`config.mk`:
```
export PLATFORM = sky130hd
export DESIGN_NAME = mux_arb_reg
export DESIGN_NICKNAME = d
export VERILOG_FILES = /design/src/rtl/mux_arb_reg.sv
export SDC_FILE = /design/constraint.sdc
export NUM_CORES = 1
export LEC_CHECK = 0
export CAP_MARGIN = 15
export CELL_PAD_IN_SITES_DETAIL_PLACEMENT = 0
export CELL_PAD_IN_SITES_GLOBAL_PLACEMENT = 1
export CORE_MARGIN = 2
export CORE_UTILIZATION = 23
export CTS_BUF_LIST = sky130_fd_sc_hd__clkbuf_4 sky130_fd_sc_hd__clkbuf_8
export CTS_CLUSTER_SIZE = 10
export DETAILED_ROUTE_END_ITERATION = 7
export PLACE_DENSITY = 0.86
export SYNTH_ARGS = -nofsm -noshare
export SYNTH_HDL_FRONTEND = slang
export SYNTH_SLANG_ARGS = --single-unit
```
`constraint.sdc`:
```
create_clock -name clk -period 1.75 [get_ports clk]
set_clock_uncertainty 0.1 [all_clocks]
set_input_delay 0.35 -clock clk [delete_from_list [all_inputs] [get_ports clk]]
set_output_delay 0.35 -clock clk [all_outputs]
set_load 0.03 [all_outputs]
```
`src/rtl/mux_arb_reg.sv`:
```
// N-channel valid/ready selector (fixed select or round-robin) feeding a single
// output register that holds its word under downstream backpressure.
module mux_arb_reg #(
  parameter  int WIDTH  = 8,
  parameter  int NUM_CH = 4,
  localparam int SEL_W  = $clog2(NUM_CH)
) (
  input  logic                    clk,
  input  logic                    rst,
  input  logic                    rr_en,
  input  logic [SEL_W-1:0]        sel,
  input  logic [NUM_CH-1:0]       in_valid,
  input  logic [NUM_CH*WIDTH-1:0] in_data,
  output logic [NUM_CH-1:0]       in_ready,
  output logic                    out_valid,
  output logic [WIDTH-1:0]        out_data,
  output logic [SEL_W-1:0]        out_ch,
  input  logic                    out_ready
);

  logic             out_valid_q, out_valid_d;
  logic [WIDTH-1:0] out_data_q,  out_data_d;
  logic [SEL_W-1:0] out_ch_q,    out_ch_d;
  logic [SEL_W-1:0] last_grant_q, last_grant_d;

  logic             grant_vld;
  logic [SEL_W-1:0] grant;
  logic [WIDTH-1:0] grant_data;
  logic             found_hi, found_lo;
  logic [SEL_W-1:0] g_hi, g_lo;
  logic             accept, xfer;

  // Round-robin splits candidates into those above the last grant (searched
  // first) and those at or below it (the wrapped tail).
  always_comb begin
    grant_vld = 1'b0;
    grant     = '0;
    found_hi  = 1'b0;
    found_lo  = 1'b0;
    g_hi      = '0;
    g_lo      = '0;
    for (int unsigned i = 0; i < NUM_CH; i++) begin
      if (in_valid[i]) begin
        if (SEL_W'(i) > last_grant_q) begin
          if (!found_hi) begin
            found_hi = 1'b1;
            g_hi     = SEL_W'(i);
          end
        end else if (!found_lo) begin
          found_lo = 1'b1;
          g_lo     = SEL_W'(i);
        end
      end
    end
    if (rr_en) begin
      grant_vld = found_hi | found_lo;
      grant     = found_hi ? g_hi : g_lo;
    end else begin
      for (int unsigned i = 0; i < NUM_CH; i++) begin
        if (sel == SEL_W'(i) && in_valid[i]) begin
          grant_vld = 1'b1;
          grant     = SEL_W'(i);
        end
      end
    end
  end

  always_comb begin
    grant_data = '0;
    for (int unsigned i = 0; i < NUM_CH; i++) begin
      if (grant == SEL_W'(i)) grant_data = in_data[i*WIDTH +: WIDTH];
    end
  end

  assign accept = !out_valid_q || out_ready;
  assign xfer   = grant_vld && accept && !rst;

  always_comb begin
    in_ready = '0;
    if (xfer) in_ready[grant] = 1'b1;
  end

  always_comb begin
    out_valid_d  = out_valid_q;
    out_data_d   = out_data_q;
    out_ch_d     = out_ch_q;
    last_grant_d = last_grant_q;
    if (xfer) begin
      out_valid_d  = 1'b1;
      out_data_d   = grant_data;
      out_ch_d     = grant;
      last_grant_d = grant;
    end else if (out_ready) begin
      out_valid_d  = 1'b0;
    end
  end

  always_ff @(posedge clk) begin
    if (rst) begin
      out_valid_q  <= 1'b0;
      out_data_q   <= '0;
      out_ch_q     <= '0;
      last_grant_q <= SEL_W'(NUM_CH - 1);
    end else begin
      out_valid_q  <= out_valid_d;
      out_data_q   <= out_data_d;
      out_ch_q     <= out_ch_d;
      last_grant_q <= last_grant_d;
    end
  end

  assign out_valid = out_valid_q;
  assign out_data  = out_data_q;
  assign out_ch    = out_ch_q;

endmodule

```
## After elaboration in Yosys (flattened, before gate mapping)

Index checks and enable logic that the tools add are counted.

- Mux-type cells: 53
- Equality and inequality tests: 6
- Reductions and logical operators: 13
- Order comparisons: 6
- Bitwise logic cells: 1

Operators with widths:

| operator | count |
|---|---|
| 2-bit 2-to-1 mux | 16 |
| 8-bit 2-to-1 mux | 4 |
| 1-bit 2-to-1 mux | 31 |
| 2-bit == test (second input constant) | 4 |
| 1-bit logical AND | 7 |
| 2-bit by 1-bit == test with 1-bit output (second input constant) | 2 |
| 1-bit by 2-bit greater-than comparator with 1-bit output (first input constant) | 2 |
| 2-bit greater-than comparator (first input constant) | 2 |
| 2-bit zero test | 2 |
| 4-bit 2-to-1 mux | 1 |
| 2-bit by 3-bit < comparator with 1-bit output (second input constant) | 1 |
| 1-bit demux with 2-bit select | 1 |
| 2-bit by 1-bit greater-or-equal comparator with 1-bit output (second input constant) | 1 |
| 1-bit zero test | 2 |
| 2-bit nonzero test | 1 |
| 1-bit logical OR | 1 |
| 1-bit OR | 1 |

- Logic and storage cells: 83
- Input port bits: 42
- Register bits after elaboration: 13
- Output and inout bits: 15

## Longest topological paths before layout

Gate-level depths: netlist of the first run.

- Depth in word-level cells: 19
- Mapped depth: 7
- Mapped depth without buffers: 6

## Worst setup path after synthesis of the first run

No wires, ideal clock.

- Path type: input to output
- Start: in in_valid[2]
- End: out in_ready[1]
- Setup slack: -318 ps
- Cell stages on the path: 6
- Data required time: 1300 ps
- Path buffers: 1
- Arrival time: 1618 ps
- Path through: nor2_1 -> o21ai_0 -> a31oi_4 -> buf_6 -> nand2_1 -> nor2_1

- Cells in the longest elaborated chain, start to end: 11
- Elaborated cells on any way between the ends: 31
- Those cells by class: 2 x order compare; 24 x mux; 1 x bitwise; 4 x reduce/logical

RTL lines:

| item | RTL line | text |
|---|---|---|
| start, declared | 12 | `input logic [NUM_CH-1:0] in_valid,` |
| 2-bit 2-to-1 mux or 1-bit 2-to-1 mux (tied branches) | 43 | `if (in_valid[i]) begin` |
| 2-bit 2-to-1 mux (on tied branches) | 49, 45 |  |
| 2-bit 2-to-1 mux | 44 | `if (SEL_W'(i) > last_grant_q) begin` |
| 2-bit 2-to-1 mux | 43 |  |
| 2-bit 2-to-1 mux | 57 | `grant = found_hi ? g_hi : g_lo;` |
| 2-bit 2-to-1 mux | 55 | `if (rr_en) begin` |
| 2-bit by 3-bit < comparator with 1-bit output (implied by the code) or 2-bit by 1-bit greater-or-equal comparator with 1-bit output (tied branches) | 80 | `if (xfer) in_ready[grant] = 1'b1;` |
| 1-bit logical AND (implied by the code) | 80 |  |
| 1-bit 2-to-1 mux (implied by the code) | 80 |  |
| 1-bit demux with 2-bit select | 80 |  |
| 4-bit 2-to-1 mux (*) | 80 |  |
| end, declared | 14 | `output logic [NUM_CH-1:0] in_ready,` |

Mark *: on every way between the ends. The rest lies on a longest branch, timed or not.

## Final worst setup path of the first run

- Start: reg last_grant_q[1]
- End: out in_ready[0]

- Cells in the longest elaborated chain, start to end: 19
- Elaborated cells on any way between the ends: 50
- Those cells by class: 6 x order compare; 40 x mux; 1 x bitwise; 3 x reduce/logical

RTL lines:

| item | RTL line | text |
|---|---|---|
| start, declared | 24 | `logic [SEL_W-1:0] last_grant_q, last_grant_d;` |
| start signal, assigned | 103 | `last_grant_q <= SEL_W'(NUM_CH - 1);` |
| start signal, assigned | 108 | `last_grant_q <= last_grant_d;` |
| 1-bit by 2-bit greater-than comparator with 1-bit output | 44 |  |
| 1-bit 2-to-1 mux | 44 |  |
| 1-bit 2-to-1 mux | 43 |  |
| 1-bit 2-to-1 mux (on tied branches) | 49, 45 |  |
| 1-bit 2-to-1 mux | 44 |  |
| 1-bit 2-to-1 mux | 43 |  |
| 2-bit 2-to-1 mux (on tied branches) | 49, 45 |  |
| 2-bit 2-to-1 mux | 44 |  |
| (+3 left out) | - |  |
| 2-bit 2-to-1 mux | 43 |  |
| 2-bit 2-to-1 mux | 57 |  |
| 2-bit 2-to-1 mux | 55 |  |
| 2-bit by 3-bit < comparator with 1-bit output (implied by the code) or 2-bit by 1-bit greater-or-equal comparator with 1-bit output (tied branches) | 80 |  |
| 1-bit logical AND (implied by the code) | 80 |  |
| 1-bit 2-to-1 mux (implied by the code) | 80 |  |
| 1-bit demux with 2-bit select | 80 |  |
| 4-bit 2-to-1 mux (*) | 80 |  |

Marked as above.

==> reports/metrics.csv, run 1 <==
stage,metric,value,unit
critical_path,reg2reg setup slack,-0.18,ns
floorplanning,Die Y,65.9,um
critical_path,Crit-path slowest cell,dfxtp_4,
timing,Setup TNS,-1.59,ns
layout,cell area after layout,0.00185,mm^2
status,failing checks,negative setup slack,
detailed_routing,drt first pass iters,4,
floorplanning,Die ar.,0.00435,mm^2
placement,dpl hpwl,2.43,mm
critical_path,CP startpoint kind,flop,
floorplanning,die outline width,65.9,um
critical_path,Reg-to-Reg Start,last_grant_q[1],
clocking,post-cts hold buffer count,0,
detailed_routing,met2 routed WL,1.54,mm
timing,final worst slack,-0.303,ns
critical_path,critical path arrival,1.60,ns
timing,final setup fails,11,
synth,number of synthesized register bits,13,
grt,first-pass GRT wire length,4.89,mm
detailed_routing,wire per inst,13.9,um
timing,worst slew pin tran,0.358,ns
clocking,clock latency on the worst-skew pair,0.25,ns
synth,Post-Synth Adder-Cell Area,0,
power_and_ir_drop,combinational share of power,0.477,
synth,Synth Area in Compound Gates,0.226,
clocking,CTS Buf Count,3,
detailed_routing,Remaining DRCs,0,
power_and_ir_drop,NetSw,0.410,mW
power_and_ir_drop,Peak VDD IR,0.000264,V
hold_path,end of the worst hold path,out_ch[0],
synth,Cells after Synth,96,
placement,PortBufs,56,
floorplanning,row count,22,
grt,vias in the first global route,1117,
synth,largest family of logic cells by synthesized area,multiplexers,
placement,dpl ws,-0.740,ns
timing,hold_ws,0.389,ns
hold_path,hold path startpoint,out_ch[0],
synth,Syn Nets,138,
layout,Syn-to-layout area delta,109,%
critical_path,cell family with most CP delay,compound AO/OA/AOI/OAI gates,
placement,placed cell count,216,
clocking,H-tree levels,1,
synth,Post-Syn Area per Cell,9.19,um^2
power_and_ir_drop,Final Power,1.25,mW
timing,Final min period,2.05,ns
timing,RSZ-0062 raised after global routing,yes,
layout,Util after Layout,0.504,
detailed_routing,met3 routed WL,247,um
synth,XOR/XNOR Fraction of Synth Area,0,
detailed_routing,uppermost layer routed,met4,
synth,fraction of the yosys area taken by sequential cells,0.295,
grt,largest net degree at the start of global routing,14,
critical_path,Setup crit end kind,output pin,
layout,Final nets,219,
grt,initial antenna violation count,0,
clocking,# clock sinks,13,
critical_path,"Critical Path, Cell by Cell","and3b_1, a31oi_1, a21oi_1, o21ai_2, buf_4, and3_4, buf_6",
status,status,finished with violations,
clocking,Max Root-Sink Buffers,2,
floorplanning,Ports,57,
clocking,CTS tree,done,
power_and_ir_drop,leak pwr,0.825,nW
timing,fmax,487,MHz
critical_path,critical path class,reg -> out,
critical_path,worst-case reg-to-reg path depth,10,
timing,Final Hold Violating Endpoints,0,
hold_path,Hold Path Depth,2,
synth,post-synthesis cell area,882,um^2
placement,Routability Congestion,0.965,
hold_path,Hold Path Class,reg -> reg,
detailed_routing,wl on met1,1.26,mm
critical_path,Reg2Reg Capture Point,out_data[3],
clocking,Root Buffer,clkbuf_8,
layout,Final Non-Filler Cells,224,
synth,mux contribution to synthesized area,0.228,
detailed_routing,vias per cell,4.77,
synth,yosys warns,0,
power_and_ir_drop,Int Pwr,0.837,mW
grt,total congestion overflow,0,
critical_path,CP required,1.30,ns
timing,Final Slew Violations,0,
floorplanning,initial core utilization,0.241,
power_and_ir_drop,clock power share,0.229,
critical_path,buffers plus inverters on the worst setup path,2,
power_and_ir_drop,PwrDens,675,mW/mm^2
timing,Worst slew margin,0.761,
critical_path,CP max FO,4,
power_and_ir_drop,Net Sw Frac,0.329,
detailed_routing,wire length after detailed routing,3.12,mm
job,max-cap viol count,0,
layout,ratio of cells with drive above 1 in the final layout,0.347,
synth,Simple-Gate Fraction of Synth Area,0.211,
clocking,"Reg clk slew, reported paths",0.05,ns
synth,"Distinct cells, synth",27,
timing,post-route clock period utilization,1.17,
detailed_routing,Post-DRT Antenna Nets,0,
detailed_routing,DR iter-0 viols,26,
detailed_routing,total vias in the final route,1068,
power_and_ir_drop,register share of total power,0.294,
layout,Antenna Cells,0,
critical_path,Crit path largest cell delay,0.35,ns
placement,Post-DP Area,0.00166,mm^2
floorplanning,Std-Cell Core Area,0.00366,mm^2
grt,GRT Total Usage,0.147,
[area by class of cell]
type                       count  area, um^2
tap                           48        60.1
timing repair buffer          80         753
fill                         375        1810
multi-input combinational     78         716
sequential                    13         265
clock buffer                   4        48.8
inverter                       1        3.75
[per-layer routing]
layer,track usage,vias to the layer above
met4,0.0663,0
li1,-,531
met1,0.172,484
met3,0.0324,7
met2,0.254,46
met5,0,-
[timing repair]
item / 4_1_cts / 5_1_grt
resized for setup: 41 / 11
buffers inserted: 4 / 3
setup endpoints to repair: 17 / 16
pin swaps: 9 / 7
[worst reg2reg max path: stages (launching register included)]
cell and delay, ns:
dfxtp_4 0.35, and3b_1 0.16, a31oi_1 0.15, a21oi_1 0.10
o21ai_2 0.18, buf_6 0.15, buf_12 0.10, buf_4 0.10
buf_8 0.10, mux2i_1 0.20, o221ai_1 0.12
[logic make-up after synthesis]
family / Yosys count
AO/OA/AOI/OAI: 26
AND/OR/NAND/NOR: 32
flip-flops: 13
multiplexers: 20
buffers and inverters: 5
[cell usage after synthesis, drive strengths merged]
master	instances	area (um^2)
a211oi	1	7.51
a21o	2	15.0
a21oi	4	20.0
a31oi	3	33.8
and3	1	6.26
and3b	1	8.76
buf	3	27.5
clkbuf	1	3.75
dfxtp	13	260
inv	1	3.75
mux2	1	11.3
mux2i	19	190
nand2	6	25.0
nand2b	6	37.5
nand3b	8	60.1
nor2	6	22.5
nor2b	3	18.8
nor3b	1	7.51
o211ai	1	7.51
o21a	1	7.51
o21ai	5	28.8
o221ai	9	78.8
[sequential cells by signal, summed over array words and instances (netlist names)]
register and cells:
out_data 8, last_grant_q 2, out_ch 2, out_valid 1
[worst max path at each step]
stage                    start  slack [ns]           to  cells past startpoint
4_1_cts        last_grant_q[1]       -0.32  in_ready[0]                      6
5_1_grt        last_grant_q[1]       -0.39  in_ready[3]                      8
2_1_floorplan      in_valid[3]       -0.04  in_ready[2]                      6
6_report       last_grant_q[1]       -0.30  in_ready[0]                      7
3_3_place_gp       in_valid[3]       -0.72  in_ready[2]                      8
3_5_place_dp       in_valid[3]       -0.74  in_ready[2]                      8
[power by group through the flow]
| stage | registers, mW | clock network (mW) | logic [mW] |
|---|---|---|---|
| after detailed placement | 0.372 | 0 | 0.535 |
| after global routing | 0.370 | 0.307 | 0.633 |
| final | 0.367 | 0.286 | 0.595 |
| after floorplan | 0.438 | 0 | 0.209 |
| after CTS | 0.365 | 0.294 | 0.556 |
| after global placement | 0.372 | 0 | 0.523 |
[layout by cell type, fill, tap and decap left out, drive strengths merged]
| master | instances |
|---|---|
| buf | 32 |
| dlygate4sd2 | 5 |
| a21o | 2 |
| o211ai | 1 |
| clkbuf | 4 |
| a211oi | 1 |
| a21oi | 4 |
| clkdlybuf4s15 | 1 |
| dfxtp | 13 |
| mux2i | 19 |
| nor3b | 1 |
| o21a | 1 |
| nor2 | 6 |
| o221ai | 9 |
| mux2 | 1 |
| a31oi | 3 |
| nand2b | 6 |
| o21ai | 5 |
| dlymetal6s2s | 2 |
| clkdlybuf4s50 | 40 |
| and3 | 1 |
| nor2b | 3 |
| inv | 1 |
| nand3b | 8 |
| and3b | 1 |
| nand2 | 6 |
No activity file was read; power rests on OpenSTA's default activity.
==> inputs of run 2 (changes only) <==
==> config.mk (replaced) <==
export PLATFORM = sky130hd
export DESIGN_NAME = mux_arb_reg
export DESIGN_NICKNAME = d
export VERILOG_FILES = /design/src/rtl/mux_arb_reg.sv
export SDC_FILE = /design/constraint.sdc
export NUM_CORES = 1
export LEC_CHECK = 0
export CAP_MARGIN = 20
export CELL_PAD_IN_SITES_DETAIL_PLACEMENT = 0
export CELL_PAD_IN_SITES_GLOBAL_PLACEMENT = 1
export CORE_MARGIN = 8
export CORE_UTILIZATION = 40
export CTS_BUF_LIST = sky130_fd_sc_hd__clkbuf_4 sky130_fd_sc_hd__clkbuf_8
export CTS_CLUSTER_SIZE = 10
export DETAILED_ROUTE_END_ITERATION = 7
export DONT_BUFFER_PORTS = 1
export PLACE_DENSITY = 0.85
export SYNTH_ARGS = -nofsm -noshare
export SYNTH_HDL_FRONTEND = slang
export SYNTH_SLANG_ARGS = --single-unit
==> run 2 against run 1 <==
Compared with the run above:
- the run still ends with negative setup slack left
- wire length is 11% lower
- non-clock buffer count is 62 lower
- sequential power is 19% higher
- sequential cell count stayed put
- maximum frequency is 1.1% higher
- worst setup slack better by 0.022 ns
- die area is 8.8% lower
- total power is 22% lower
- critical path type unchanged
- largest cell class is now multi-input combinational cells
==> reports/metrics.csv, run 2 (synthesized netlist as in run 1, its figures left out) <==
stage,metric,value,unit
status,status,finished with violations,
status,failing checks,negative setup slack,
detailed_routing,wire per inst,19.5,um
detailed_routing,Post-DRT Antenna Nets,0,
floorplanning,Std-Cell Core Area,0.00215,mm^2
grt,vias in the first global route,948,
power_and_ir_drop,PwrDens,832,mW/mm^2
floorplanning,Die Y,63.0,um
clocking,Root Buffer,clkbuf_4,
placement,Post-DP Area,0.00103,mm^2
timing,worst slew pin tran,0.436,ns
clocking,CTS tree,done,
detailed_routing,total vias in the final route,854,
power_and_ir_drop,combinational share of power,0.332,
timing,Final Hold Violating Endpoints,0,
power_and_ir_drop,register share of total power,0.450,
critical_path,CP max FO,6,
clocking,# clock sinks,13,
layout,"commonest non-fill, non-tap cell in the layout",mux2i_1,
clocking,H-tree levels,1,
layout,Antenna Cells,0,
critical_path,CP required,1.30,ns
grt,initial antenna violation count,0,
power_and_ir_drop,Net Sw Frac,0.367,
timing,final worst slack,-0.281,ns
power_and_ir_drop,clock power share,0.218,
layout,Syn-to-layout area delta,32.2,%
power_and_ir_drop,Int Pwr,0.614,mW
power_and_ir_drop,NetSw,0.357,mW
power_and_ir_drop,Final Power,0.971,mW
timing,fmax,492,MHz
clocking,Max Root-Sink Buffers,2,
timing,Final min period,2.03,ns
layout,sequential cell area,268,um^2
timing,RSZ-0062 raised after global routing,yes,
detailed_routing,DR iter-0 viols,29,
layout,Util after Layout,0.543,
layout,Final Non-Filler Cells,142,
critical_path,critical path arrival,1.58,ns
floorplanning,row count,17,
layout,Final nets,157,
critical_path,CP startpoint kind,flop,
layout,Filler cells,205,
clocking,clock latency on the worst-skew pair,0.29,ns
layout,cell area after layout,0.00117,mm^2
layout,ratio of cells with drive above 1 in the final layout,0.368,
grt,largest net degree at the start of global routing,15,
placement,placed cell count,131,
critical_path,Setup crit end kind,output pin,
timing,Setup TNS,-1.37,ns
grt,GRT Total Usage,0.139,
placement,PortBufs,0,
floorplanning,initial core utilization,0.411,
critical_path,critical path class,reg -> out,
grt,first-pass GRT wire length,4.50,mm
detailed_routing,wire length after detailed routing,2.78,mm
hold_path,Hold Path Class,in -> reg,
timing,post-route clock period utilization,1.16,
layout,"commonest cells after routing, fill and taps aside","17 x mux2i_1, 14 x buf_4, 11 x dfxtp_1",
clocking,post-cts hold buffer count,0,
clocking,"Reg clk slew, reported paths",0.09,ns
grt,total congestion overflow,0,
timing,Worst slew margin,0.709,
placement,dpl hpwl,2.10,mm
power_and_ir_drop,leak pwr,0.510,nW
layout,Multi-input gate area,671,um^2
detailed_routing,drt first pass iters,4,
floorplanning,die outline width,63.0,um
detailed_routing,vias per cell,6.01,
job,max-cap viol count,0,
timing,Final Slew Violations,0,
clocking,CTS Buf Count,3,
detailed_routing,Remaining DRCs,0,
placement,Routability Congestion,0.800,
layout,max FFs per register,8,
floorplanning,Ports,57,
power_and_ir_drop,Peak VDD IR,0.000478,V
timing,final setup fails,10,
floorplanning,Die ar.,0.00396,mm^2
==> run 2: cell types whose count changed in the layout (fill, tap and decap cells not counted), moves of 3 or more <==
cell             previous run  this run
clkbuf_4                    1         4
dlygate4sd2_1               5         0
buf_6                       6         3
clkbuf_8                    3         0
buf_4                      20        14
clkdlybuf4s50_1            40         0
buf_2                       4         0
==> run 2: worst paths after layout <==
path / startpoint / endpoint / slack [ns] / cells past startpoint
worst max register to register: last_grant_q[1] / out_data[1] / -0.09 / 7
worst min register to register: last_grant_q[0] / last_grant_q[0] / 0.42 / 2
worst min-delay path: rst / out_ch[1] / 0.02 / 1
worst max-delay path: last_grant_q[1] / in_ready[2] / -0.28 / 4
==> run 2: through the flow <==
step	setup slack (ns)	hold slack (ns)
after floorplan	-0.0413	0.381
after global placement	-0.0445	0.321
after detailed placement	-0.0785	0.323
after CTS	-0.299	0.0114
after global routing	-0.355	0.00622
final	-0.281	0.0221
==> run 2: what timing repair did <==
| action | in CTS | in global routing |
|---|---|---|
| setup buffers | 6 | 5 |
| gates resized for setup | 7 | 12 |
| endpoints found under the hold margin | 0 | 0 |
| pin swaps | 5 | 3 |
| setup endpoints to repair | 9 | 13 |
==> run 2: metal layers <==
metal | GRT usage | wire, um
met5 | 0 | 0
met4 | 0.0627 | 31
met3 | 0.0878 | 341
met2 | 0.227 | 1350
met1 | 0.135 | 1060
==> run 2: layout make-up <==
| class | instances | share of cell area |
|---|---|---|
| well taps | 28 | 0.0300 |
| multi-input cells | 78 | 0.575 |
| flip-flops and latches | 13 | 0.230 |
| clock buffers | 4 | 0.0258 |
| repair buffers | 18 | 0.136 |
| inverters | 1 | 0.00322 |
==> run 2: critical path, cell delays in order, from the launching register on <==
cell      delay [ns]
dfxtp_4         0.38
mux2i_1         0.20
o221ai_1        0.15
o21ai_2         0.27
nor2b_4         0.30
==> run 2: power groups by stage <==
stage | registers [mW] | clock network [mW] | logic [mW]
2_1_floorplan | 0.438 | 0 | 0.209
3_3_place_gp | 0.445 | 0 | 0.261
3_5_place_dp | 0.446 | 0 | 0.269
4_1_cts | 0.439 | 0.219 | 0.317
5_1_grt | 0.444 | 0.232 | 0.346
6_report | 0.436 | 0.212 | 0.322
